`config.mk`:
```
export PLATFORM = sky130hd
export DESIGN_NAME = eic_input_filter
export DESIGN_NICKNAME = d
export VERILOG_FILES = /design/src/rtl/eic_input_filter.sv
export SDC_FILE = /design/constraint.sdc
export NUM_CORES = 1
export LEC_CHECK = 0
export BUFFER_PORTS_ARGS = -buffer_cell sky130_fd_sc_hd__buf_2
export CAP_MARGIN = 40
export CORE_MARGIN = 4
export CORE_UTILIZATION = 56
export DETAILED_ROUTE_END_ITERATION = 12
export GPL_ROUTABILITY_DRIVEN = 0
export HOLD_SLACK_MARGIN = 0.15
export PLACE_DENSITY_LB_ADDON = 0.25
export SLEW_MARGIN = 20
export SYNTH_ARGS = -nofsm -noshare
export SYNTH_HDL_FRONTEND = slang
export SYNTH_SLANG_ARGS = --single-unit
```
`constraint.sdc`:
```
create_clock -name CLK -period 4.93 [get_ports CLK]
set_input_delay 0.2465 -clock CLK [delete_from_list [all_inputs] [get_ports CLK]]
set_output_delay 0.2465 -clock CLK [all_outputs]
set_load 0.01 [all_outputs]
```
`src/rtl/eic_input_filter.sv`:
```
// Per-channel synchronizer and glitch filter feeding the eic signal vector.
// A level change is passed only after staying stable for filter_len cycles.
module eic_input_filter #(
    parameter int unsigned CHANNELS     = 32,
    parameter int unsigned SYNC_STAGES  = 2,
    parameter int unsigned FILTER_WIDTH = 4
) (
    input  logic                    CLK,
    input  logic                    RESET,
    input  logic [CHANNELS-1:0]     raw_in,
    input  logic [CHANNELS-1:0]     filter_en,
    input  logic [FILTER_WIDTH-1:0] filter_len,
    output logic [CHANNELS-1:0]     signal,
    output logic [CHANNELS-1:0]     rise,
    output logic [CHANNELS-1:0]     fall
);

    localparam logic [FILTER_WIDTH-1:0] CntOne = FILTER_WIDTH'(1);

    if (SYNC_STAGES < 2) begin : g_bad_sync_stages
        $error("eic_input_filter: SYNC_STAGES must be at least 2");
    end

    logic [CHANNELS-1:0]     sync_q [SYNC_STAGES];
    logic [FILTER_WIDTH-1:0] cnt_q  [CHANNELS];
    logic [FILTER_WIDTH-1:0] cnt_d  [CHANNELS];
    logic [CHANNELS-1:0]     signal_q, signal_d;
    logic [CHANNELS-1:0]     rise_q, fall_q;
    logic [CHANNELS-1:0]     sync_last;
    logic [FILTER_WIDTH-1:0] len_m1;
    logic                    len_zero;

    assign sync_last = sync_q[SYNC_STAGES-1];
    assign len_zero  = (filter_len == '0);
    assign len_m1    = filter_len - CntOne;

    // The >= compare lets a shortened filter_len finish a count in progress.
    always_comb begin
        signal_d = signal_q;
        for (int i = 0; i < CHANNELS; i++) begin
            cnt_d[i] = '0;
            if (!filter_en[i] || len_zero) begin
                signal_d[i] = sync_last[i];
            end else if (sync_last[i] == signal_q[i]) begin
                cnt_d[i] = '0;
            end else if (cnt_q[i] >= len_m1) begin
                signal_d[i] = sync_last[i];
            end else begin
                cnt_d[i] = cnt_q[i] + CntOne;
            end
        end
    end

    always_ff @(posedge CLK) begin
        if (RESET) begin
            sync_q   <= '{default: '0};
            cnt_q    <= '{default: '0};
            signal_q <= '0;
            rise_q   <= '0;
            fall_q   <= '0;
        end else begin
            sync_q[0] <= raw_in;
            for (int s = 1; s < SYNC_STAGES; s++) begin
                sync_q[s] <= sync_q[s-1];
            end
            cnt_q    <= cnt_d;
            signal_q <= signal_d;
            rise_q   <= signal_d & ~signal_q;
            fall_q   <= ~signal_d & signal_q;
        end
    end

    assign signal = signal_q;
    assign rise   = rise_q;
    assign fall   = fall_q;

endmodule

```
=== Word-level counts from Yosys, hierarchy flattened ===
Cells that the tools add are included.

* Register bits after elaboration: 288
* Bits of input ports: 70
* Output and inout bits: 96

* Add/subtract/negate cells: 33
* Magnitude comparators: 32
* Equal/unequal tests: 32
* Muxes and demuxes: 96
* Bitwise logic cells: 4
* Reductions and logical operators: 97

{| class="wikitable"
|+ Operators with widths
! operator !! number
|-
| 4-bit by 1-bit adder with 4-bit output (second input constant) || 32
|-
| 4-bit >= comparator || 32
|-
| 4-bit OR reduction || 32
|-
| 1-bit 2-to-1 mux || 96
|-
| 32-bit AND || 2
|-
| 32-bit NOT || 2
|-
| 1-bit == test || 32
|-
| 1-bit zero test || 32
|-
| 1-bit logical OR || 32
|-
| 4-bit zero test || 1
|-
| 4-bit by 1-bit subtractor with 4-bit output (second input constant) || 1
|}

=== Logic depth before layout (Yosys ltp) ===
Gate-level depths: netlist (run 1).

* Depth in word-level cells: 7
* Depth in mapped cells: 9
* Mapped depth without buffers: 9

=== Worst setup path after synthesis (run 1) ===
OpenSTA, ideal clock, no wires.

* Path type: input to register
* From: input filter_len[0]
* To: register signal_q[23], in the netlist signal[23]
* Setup time: 0.072 ns
* Arrival time: 3.751 ns
* Required time: 4.858 ns
* Slack: 1.108 ns
* Cell stages on the path: 9
* Path buffers: 0
* Path through: inv_1 -> ha_1 -> xnor2_1 -> ha_1 -> o21ai_0 -> o21bai_1 -> maj3_1 -> nor2_2 -> mux2i_1

* Longest elaborated chain between the ends: 5

{| class="wikitable"
|+ RTL lines
! element !! line !! RTL
|-
| from (decl) || 12 || <nowiki>input logic [FILTER_WIDTH-1:0] filter_len,</nowiki>
|-
| 4-bit by 1-bit subtractor with 4-bit output || 35 || <nowiki>assign len_m1 = filter_len - CntOne;</nowiki>
|-
| 4-bit >= comparator || 46 || <nowiki>end else if (cnt_q[i] >= len_m1) begin</nowiki>
|-
| 1-bit 2-to-1 mux || 46 ||
|-
| 1-bit 2-to-1 mux || 44 || <nowiki>end else if (sync_last[i] == signal_q[i]) begin</nowiki>
|-
| 1-bit 2-to-1 mux (*) || 42 || <nowiki>if (!filter_en[i] || len_zero) begin</nowiki>
|-
| to (signal assigned) || 67 || <nowiki>signal_q <= signal_d;</nowiki>
|-
| to (decl) || 27 || <nowiki>logic [CHANNELS-1:0] signal_q, signal_d;</nowiki>
|}

Every way passes the cells marked *; elsewhere a longest branch is shown, timed or not.
A chain may end at the register's enable or synchronous reset.

=== Worst setup path after layout (run 1) ===
* From: input filter_len[0]
* To: register cnt_q[69] (netlist name)

* Longest elaborated chain between the ends: 3

{| class="wikitable"
|+ RTL lines
! element !! line !! RTL
|-
| 4-bit by 1-bit subtractor with 4-bit output or 4-bit zero test (tied branches) || 35, 34 ||
|-
| 4-bit >= comparator or 1-bit logical OR (tied branches) || 46, 42 ||
|-
| 4-bit OR reduction (no source line) (*) || -- ||
|-
| to (signal assigned) || 66 || <nowiki>cnt_q <= cnt_d;</nowiki>
|-
| to (decl) || 25 || <nowiki>logic [FILTER_WIDTH-1:0] cnt_q [CHANNELS];</nowiki>
|}

Marked as above.

==> results.ini, run 1 <==
[grt]
grt_pass1_vias=9789
grt_use_total_pct=20.4
antenna_found_initial=1
grt_max_degree=119
grt_pass1_wl_mm=45.6
grt_overflow=0

[floorplan]
fp.dieW_um=161
die-area_um2=25800
io_pins=166
die_y_um=161
initial_core_util_pct=57.3
fp-row-count=55
core-area_um2=22800

[power]
ir_drop_mv=0.257
powerDensity_nw_per_um2=329
p_leak_nw=6.68

[sta]
finalCritPeriodShare_pct=50.3
setup_ws_ns=2.45
hold_viol_final=0
fin_worst_skew_ns=0.0179
holdWs_ns=0.217
max_clock_freq_mhz=403
setup_viol=0
worst_pin_slew_ns=0.743
post-route-min-period_ns=2.48
maxSlewViolCount=0
rsz0062_at_grt=no
relSlewSlack_pct=50.5
tns_ns=0

[outcome]
status=completed

[flow_run]
cap_violations=0

[worst_setup_path]
crit_fanout=33
cp.arrival_ns=2.91
required_ns=5.36
setup.worst_path.start_class=input pin
path_class=in2reg
crit_path_end_kind=flop
rr_worst_depth=7

[clock_network]
cts_buffers=30
clk_pin_slew_ns=0.06
cts_resized=0
cts_hold_buf=64
cts_buffer_depth=3
cts.sinks=288
cts_setup_buffers=0
root_buffer=clkbuf_16
clk_latency_ns=0.55
htreeDepth=1
tritoncts=yes

[detailed_routing]
first_pass_iters=5
ant_nets=0
drc=0
vias=9989
wl_per_cell_um=14.0
first_iter_violations=389
routed_wirelength_mm=26.7
via_per_inst=5.23

[yosys]
synthArstFlopShare_pct=0
synth_top_area_share_pct=44.2
synth_nets=1534
synth-warning-count=0
ys_seq_area_share_pct=44.2
synth_area_um2=13100
synth.distinct_cells=34
synth_edf_count=0
synth.top_cells.by_count=dfxtp_1, ha_1, nand2b_1
yosysTopAreaCell=dfxtp_1
syn_area_per_cell_um2=9.78
ys.flop_type=dfxtp_1
syn_inst=1335
ys_seq_elements=288
synthTopCellsByArea=dfxtp_1, ha_1, nand2b_1
synth_most_common_cell=dfxtp_1

[placement]
placed_cell_area_um2=14200
dpl.hpwl_mm=18.0
port_buffers=165
dpl_worst_slack_ns=1.84

[finish]
regArea_um2=5770
fin_nets=1771
multi_input_area_um2=6940
antenna_cells=0
syn_to_final_growth_pct=22.4
n_fill_cell=1724
final_area_um2=16000
drive_above_1_share_pct=17.0

[min_path]
hp-class=in2reg
hold_depth=2

[routing by layer]
metal / wire, µm / track usage (%)
met3: 1250 / 3.52
met5: 7 / 0
met1: 12100 / 25.9
met2: 12800 / 36.2
met4: 531 / 5.23
[final cells by class]
type	count	share of cell area, %
inverter	58	1.36
multi-input combinational	955	43.4
timing repair buffer	239	10.0
sequential	288	36.1
tap	313	2.45
clock buffer	41	5.53
clock inverter	15	1.17
[path summary, 6_finish.rpt]
kind	from	slack [ns]	end
worst max register to register	cnt_q[52]$_SDFF_PP0_	2.94	signal[18]$_SDFF_PP0_
worst min register to register	sync_q[52]$_SDFF_PP0_	0.44	sync_last[20]$_SDFF_PP0_
worst min-delay path	RESET	0.22	sync_q[48]$_SDFF_PP0_
worst max-delay path	filter_len[0]	2.45	cnt_q[69]$_SDFF_PP0_
[stage by stage]
step / utilization [%] / total power, W / instances
floorplan: - / 0.00275 / 1335
global placement: 62.3 / 0.00286 / 1786
detailed placement: 62.6 / 0.00288 / 1788
CTS: 70.1 / 0.00532 / 1908
global route: 70.2 / 0.00548 / 1909
finish: 70.2 / 0.00526 / 1909
[report_power, final]
group | internal, W | switching, W | leakage (nW)
clock network | 0.00146 | 0.000926 | 0.517
logic | 0.000215 | 0.000250 | 3.83
registers | 0.00237 | 0.0000358 | 2.34
total | 0.00405 | 0.00121 | 6.68
[critical path, cell delays in order]
cell,delay (ns)
buf_2,0.12
clkinv_1,0.04
buf_4,0.41
ha_2,0.30
or3b_2,0.73
buf_16,0.26
nor2b_1,0.19
buf_4,0.25
nand3_1,0.12
a21o_1,0.15
nor2_1,0.06
[flip-flops by register name, indices dropped and copies added (netlist names)]
signal / count
cnt_q: 128
fall: 32
rise: 32
signal: 32
sync_last: 32
sync_q: 32
[cells by family (layout without fill, tap and decap cells)]
kind of cell | Yosys count | after routing | synth area share (%)
AO/OA/AOI/OAI | 152 | 152 | 7.01
XOR/XNOR | 67 | 67 | 4.64
adder cells (fa/ha/maj) | 149 | 149 | 13.9
buffers and inverters | 92 | 353 | 2.82
flip-flops | 288 | 288 | 44.2
multiplexers | 32 | 32 | 2.45
AND/OR/NAND/NOR | 555 | 555 | 25.0
[placed cells by master (no fill, tap or decap), types with 32 or more instances in the layout]
master and n:
a21oi_1 44, xnor2_1 52, nand2b_1 96, ha_1 128, mux2i_1 32, buf_2 164, o21ai_0 47, nand3_1 44
nor3b_1 40, dfxtp_1 288, nor3_1 40, nor4b_1 64, inv_1 57, dlygate4sd3_1 64, nor2_1 90, nand2_1 52
nor2b_1 65
Power figures use the tool's default switching activity.
==> run 2: changes to the inputs <==
Clock period 4.93 ns to 2.45 ns, I/O delays scaled along.
==> results.ini, run 2 (synthesis gave the netlist of run 1 again) <==
[floorplan]
die_y_um=161  ; unchanged
fp-row-count=55  ; unchanged
io_pins=166  ; unchanged
core-area_um2=22800  ; unchanged
initial_core_util_pct=57.3  ; unchanged
fp.dieW_um=161  ; unchanged
die-area_um2=25800  ; unchanged

[clock_network]
root_buffer=clkbuf_16
cts_setup_buffers=0  ; unchanged
cts_buffer_depth=3  ; unchanged
cts.sinks=288  ; unchanged
clk_latency_ns=0.54  ; about the same
clk_pin_slew_ns=0.06  ; about the same
tritoncts=yes
cts_buffers=30  ; unchanged
htreeDepth=1  ; unchanged

[sta]
setup_viol=0  ; unchanged
maxSlewViolCount=0  ; unchanged
relSlewSlack_pct=61.9  ; +11 points
worst_pin_slew_ns=0.572  ; -0.171 ns
rsz0062_at_grt=no
max_clock_freq_mhz=501
fin_worst_skew_ns=0.00724  ; -0.0107 ns
setup_ws_ns=0.453  ; -2.00 ns
hold_viol_final=0  ; unchanged
finalCritPeriodShare_pct=81.5
post-route-min-period_ns=2.00

[finish]
final_cells=1929  ; +1.0%
syn_to_final_growth_pct=24.0
largest_reg_flops=128  ; unchanged
drive_above_1_share_pct=16.9  ; -0.086 points
fin_nets=1791  ; +1.1%
top_register=cnt_q
mostFrequentLayoutCells=dfxtp_1, buf_2, ha_1
final_common_cell=dfxtp_1
antenna_cells=0  ; unchanged

[worst_setup_path]
slowest_delay_ns=0.39  ; -0.34 ns
rr_worst_depth=7  ; unchanged
r2r-start=cnt_q[60]$_SDFF_PP0_
required_ns=2.86  ; -2.50 ns
crit_path_end_kind=flop
slowest_stage=o31ai_1
path_class=reg2reg
crit_fanout=4  ; -88%
setup.worst_path.start_class=flop
cp.arrival_ns=2.40  ; -0.51 ns
crit_path_start=cnt_q[60]$_SDFF_PP0_
cp_cell_sequence=inv_1, ha_1, nand2b_1, a211oi_1, o31ai_1, a21oi_1, nor4b_1

[placement]
dpl.hpwl_mm=18.6  ; +3.1%
dpl_worst_slack_ns=0.154  ; -1.69 ns
port_buffers=165  ; unchanged
dp.cells=1793  ; +0.28%

[power]
p_total_w=0.0106  ; +100%
p_leak_nw=6.80  ; +1.8%
ir_drop_mv=0.529  ; +110%
powerDensity_nw_per_um2=655  ; +99%

[detailed_routing]
via_per_inst=5.24  ; +0.10%
ant_nets=0  ; unchanged
wl_per_cell_um=14.3  ; +2.2%
first_iter_violations=341  ; -12%
routed_wirelength_mm=27.6  ; +3.3%
drc=0  ; unchanged
first_pass_iters=4  ; -1
vias=10104  ; +1.2%

[grt]
grt_pass1_wl_mm=47.3  ; +3.8%
grt_use_total_pct=21.2  ; +0.80 points
grt_max_degree=132  ; +11%
grt_overflow=0  ; unchanged
grt_pass1_vias=10082  ; +3.0%
antenna_found_initial=1  ; unchanged

[min_path]
hold_depth=5  ; +3
hp-class=in2reg
min_from=filter_len[3]

[flow_run]
cap_violations=0  ; unchanged

[outcome]
status=completed

==> run 2: cell types whose count changed in the layout (fill, tap and decap cells not counted), sizes merged <==
cell and delta:
clkinvlp -3, buf +4, dlygate4sd3 +16, clkbuf +4
clkinv -2, inv +1
==> run 2: path summary, 6_finish.rpt <==
check	to	slack [ns]
setup / recovery	fall[16]$_SDFF_PP0_	0.45
hold / removal	cnt_q[15]$_SDFF_PP0_	0.22
setup reg to reg	fall[16]$_SDFF_PP0_	0.45
hold reg to reg	sync_last[1]$_SDFF_PP0_	0.43
==> run 2: worst max-delay path, delay by kind of cell, from the launching register on <==
kind | cells | cell delay, ns
AND/OR/NAND/NOR | 2 | 0.47
flip-flops | 1 | 0.38
adder cells (fa/ha/maj) | 1 | 0.26
AO/OA/AOI/OAI | 3 | 0.69
buffers and inverters | 1 | 0.06
==> run 2: power by group <==
| part | leakage (nW) | internal, W | switching, W | total, W |
|---|---|---|---|---|
| registers | 2.34 | 0.00478 | 0.0000727 | 0.00485 |
| clock network | 0.523 | 0.00297 | 0.00181 | 0.00477 |
| logic | 3.94 | 0.000467 | 0.000518 | 0.000985 |
| total | 6.80 | 0.00822 | 0.00240 | 0.0106 |
==> run 2: final cells by class <==
| cell class | count | area [µm²] |
|---|---|---|
| Multi-Input combinational cell | 955 | 6950 |
| Fill cell | 1711 | 6580 |
| Sequential cell | 288 | 5770 |
| Timing Repair Buffer | 259 | 1800 |
| Clock buffer | 45 | 908 |
| Tap cell | 313 | 392 |
| Inverter | 58 | 218 |
| Clock inverter | 11 | 160 |
==> run 2: layer usage <==
metal	wire length [µm]	global-route usage (%)	up-vias
li1	-	-	5148
met1	12400	26.7	4754
met2	13600	38.4	162
met3	1130	3.54	38
met4	430	4.61	2
met5	15	0	-
==> run 2: metrics by stage <==
step	setup TNS (ns)	cell area, µm²	util (%)	hold slack (ns)
final	0	16200	71.1	0.216
after global routing	0	16200	71.1	0.238
after CTS	0	16200	71.1	0.202
after detailed placement	0	14300	62.9	0.335
after global placement	0	14300	62.9	0.330
after floorplan	-24.44	13100	-	0.251
==> run 2: timing repair <==
item                      4_1_cts  5_1_grt
hold buffers                   80        0
resized for setup               0        0
hold endpoints to repair      272        0
==> run 3: changes to the inputs <==
Clock period 2.45 ns to 1.9 ns, I/O delays scaled along.
==> results.ini, run 3 (synthesis gave the netlist of run 1 again) <==
[outcome]
status=completed

[power]
ir_drop_mv=0.880  ; +66%
p_leak_nw=7.24  ; +6.5%
p_total_w=0.0136  ; +28%
powerDensity_nw_per_um2=802  ; +22%

[detailed_routing]
first_iter_violations=398  ; +17%
drc=0  ; unchanged
via_per_inst=5.26  ; +0.37%
wl_per_cell_um=15.0  ; +5.1%
first_pass_iters=4  ; unchanged
ant_nets=0  ; unchanged
vias=10483  ; +3.8%
routed_wirelength_mm=30.0  ; +8.6%

[sta]
fin_worst_skew_ns=0.00829  ; +0.00105 ns
maxSlewViolCount=0  ; unchanged
relSlewSlack_pct=73.8  ; +12 points
hold_viol_final=0  ; unchanged
post-route-min-period_ns=1.84  ; -0.153 ns
finalCritPeriodShare_pct=97.1  ; +16 points
holdWs_ns=0.212  ; -0.00394 ns
setup_viol=0  ; unchanged
max_clock_freq_mhz=542  ; +8.3%
worst_pin_slew_ns=0.389  ; -0.182 ns

[worst_setup_path]
crit_fanout=3  ; -1
slowest_delay_ns=0.36  ; -0.03 ns
crit_path_end_kind=flop
slowest_stage=or3b_1
cp_cell_sequence=inv_1, ha_1, nand2b_4, a211oi_4, o21ai_2, or3b_1, a21oi_1
setup.worst_path.start_class=flop
cp.arrival_ns=2.31  ; -0.09 ns
path_class=reg2reg
required_ns=2.37  ; -0.49 ns

[floorplan]
fp-row-count=55  ; unchanged
io_pins=166  ; unchanged
initial_core_util_pct=57.3  ; unchanged
die-area_um2=25800  ; unchanged
fp.dieW_um=161  ; unchanged
die_y_um=161  ; unchanged
core-area_um2=22800  ; unchanged

[clock_network]
root_buffer=clkbuf_16
cts_buffer_depth=3  ; unchanged
cts_buffers=30  ; unchanged
clk_latency_ns=0.55  ; about the same
cts.sinks=288  ; unchanged
htreeDepth=1  ; unchanged
tritoncts=yes
clk_pin_slew_ns=0.06  ; about the same

[grt]
antenna_found_initial=0  ; -1
grt_use_total_pct=22.6  ; +1.4 points
grt_max_degree=51  ; -61%
grt_pass1_wl_mm=50.0  ; +5.5%
grt_overflow=0  ; unchanged
grt_pass1_vias=10642  ; +5.6%

[finish]
largest_reg_flops=128  ; unchanged
fin_nets=1859  ; +3.8%
top_register=cnt_q
final_common_cell=dfxtp_1
final_area_um2=17000  ; +4.9%
syn_to_final_growth_pct=30.1
antenna_cells=0  ; unchanged
mostFrequentLayoutCells=dfxtp_1, buf_2, ha_1
drive_above_1_share_pct=25.5  ; +8.6 points

[placement]
port_buffers=165  ; unchanged
dpl.hpwl_mm=20.2  ; +8.8%
placed_cell_area_um2=14900  ; +4.2%

[min_path]
hp-class=in2reg

[flow_run]
cap_violations=0  ; unchanged

==> run 3: cell count changes in the layout (fill, tap and decap cells not counted), sizes merged <==
cell / before / now
inv: 58 / 57
bufinv: 4 / 3
clkbuf: 45 / 42
clkinvlp: 2 / 1
clkinv: 5 / 8
buf: 179 / 257
dlygate4sd3: 80 / 70
==> run 3: final cells by class <==
type	instances	area (µm²)
multi-input combinational	955	7290
fill	1571	5790
sequential	288	5780
timing repair buffer	327	2330
clock buffer	42	836
tap	313	392
inverter	58	218
clock inverter	11	144
==> run 3: metal layers <==
| metal | track usage (%) | wire, µm | vias to the layer above | part of all wire [%] |
|---|---|---|---|---|
| li1 | - | - | 5272 | - |
| met1 | 27.6 | 12900 | 4957 | 43 |
| met2 | 41.6 | 15100 | 191 | 50 |
| met3 | 3.31 | 1120 | 63 | 3.7 |
| met4 | 5.97 | 842 | 0 | 2.8 |
| met5 | 0 | 0 | - | 0 |
==> run 3: path summary, 6_finish.rpt <==
path | start | endpoint | slack (ns) | depth (start not counted)
min reg2reg | cnt_q[72]$_SDFF_PP0_ | cnt_q[72]$_SDFF_PP0_ | 0.43 | 1
max | cnt_q[60]$_SDFF_PP0_ | cnt_q[63]$_SDFF_PP0_ | 0.06 | 7
min | filter_len[3] | cnt_q[87]$_SDFF_PP0_ | 0.21 | 5
max reg2reg | cnt_q[60]$_SDFF_PP0_ | cnt_q[63]$_SDFF_PP0_ | 0.06 | 7
==> run 3: critical path: cells and delay by family (launching register included) <==
family / cells / cell delay, ns
AOI/OAI and AO/OA: 3 / 0.60
and+or+nand+nor: 2 / 0.51
DFF: 1 / 0.33
adders and majority gates: 1 / 0.27
buffers and inverters: 1 / 0.05
==> run 3: power breakdown <==
| group | internal, W | leakage, nW | switching [W] | total (W) |
|---|---|---|---|---|
| logic | 0.000776 | 4.42 | 0.000789 | 0.00157 |
| clock network | 0.00346 | 0.481 | 0.00234 | 0.00580 |
| registers | 0.00617 | 2.35 | 0.0000903 | 0.00626 |
==> run 3: timing repair <==
action,CTS,global route
endpoints found under the setup margin,14,107
pin swaps,1,25
endpoints found under the hold margin,265,0
cloned,0,0
hold buffers,70,0
gates resized for setup,14,88
buffers inserted,0,2
==> run 3: stage by stage <==
stage | setup WS (ns) | std cells | TNS [ns] | utilization (%)
6_report | 0.0556 | 1994 | 0 | 74.6
5_1_grt | -0.0340 | 1994 | -0.0698 | 74.6
4_1_cts | -0.00444 | 1992 | -0.00444 | 73.1
3_5_place_dp | -0.517 | 1869 | -65.77 | 65.6
3_3_place_gp | -0.417 | 1869 | -52.28 | 65.6
2_1_floorplan | -0.780 | 1335 | -137.06 | -
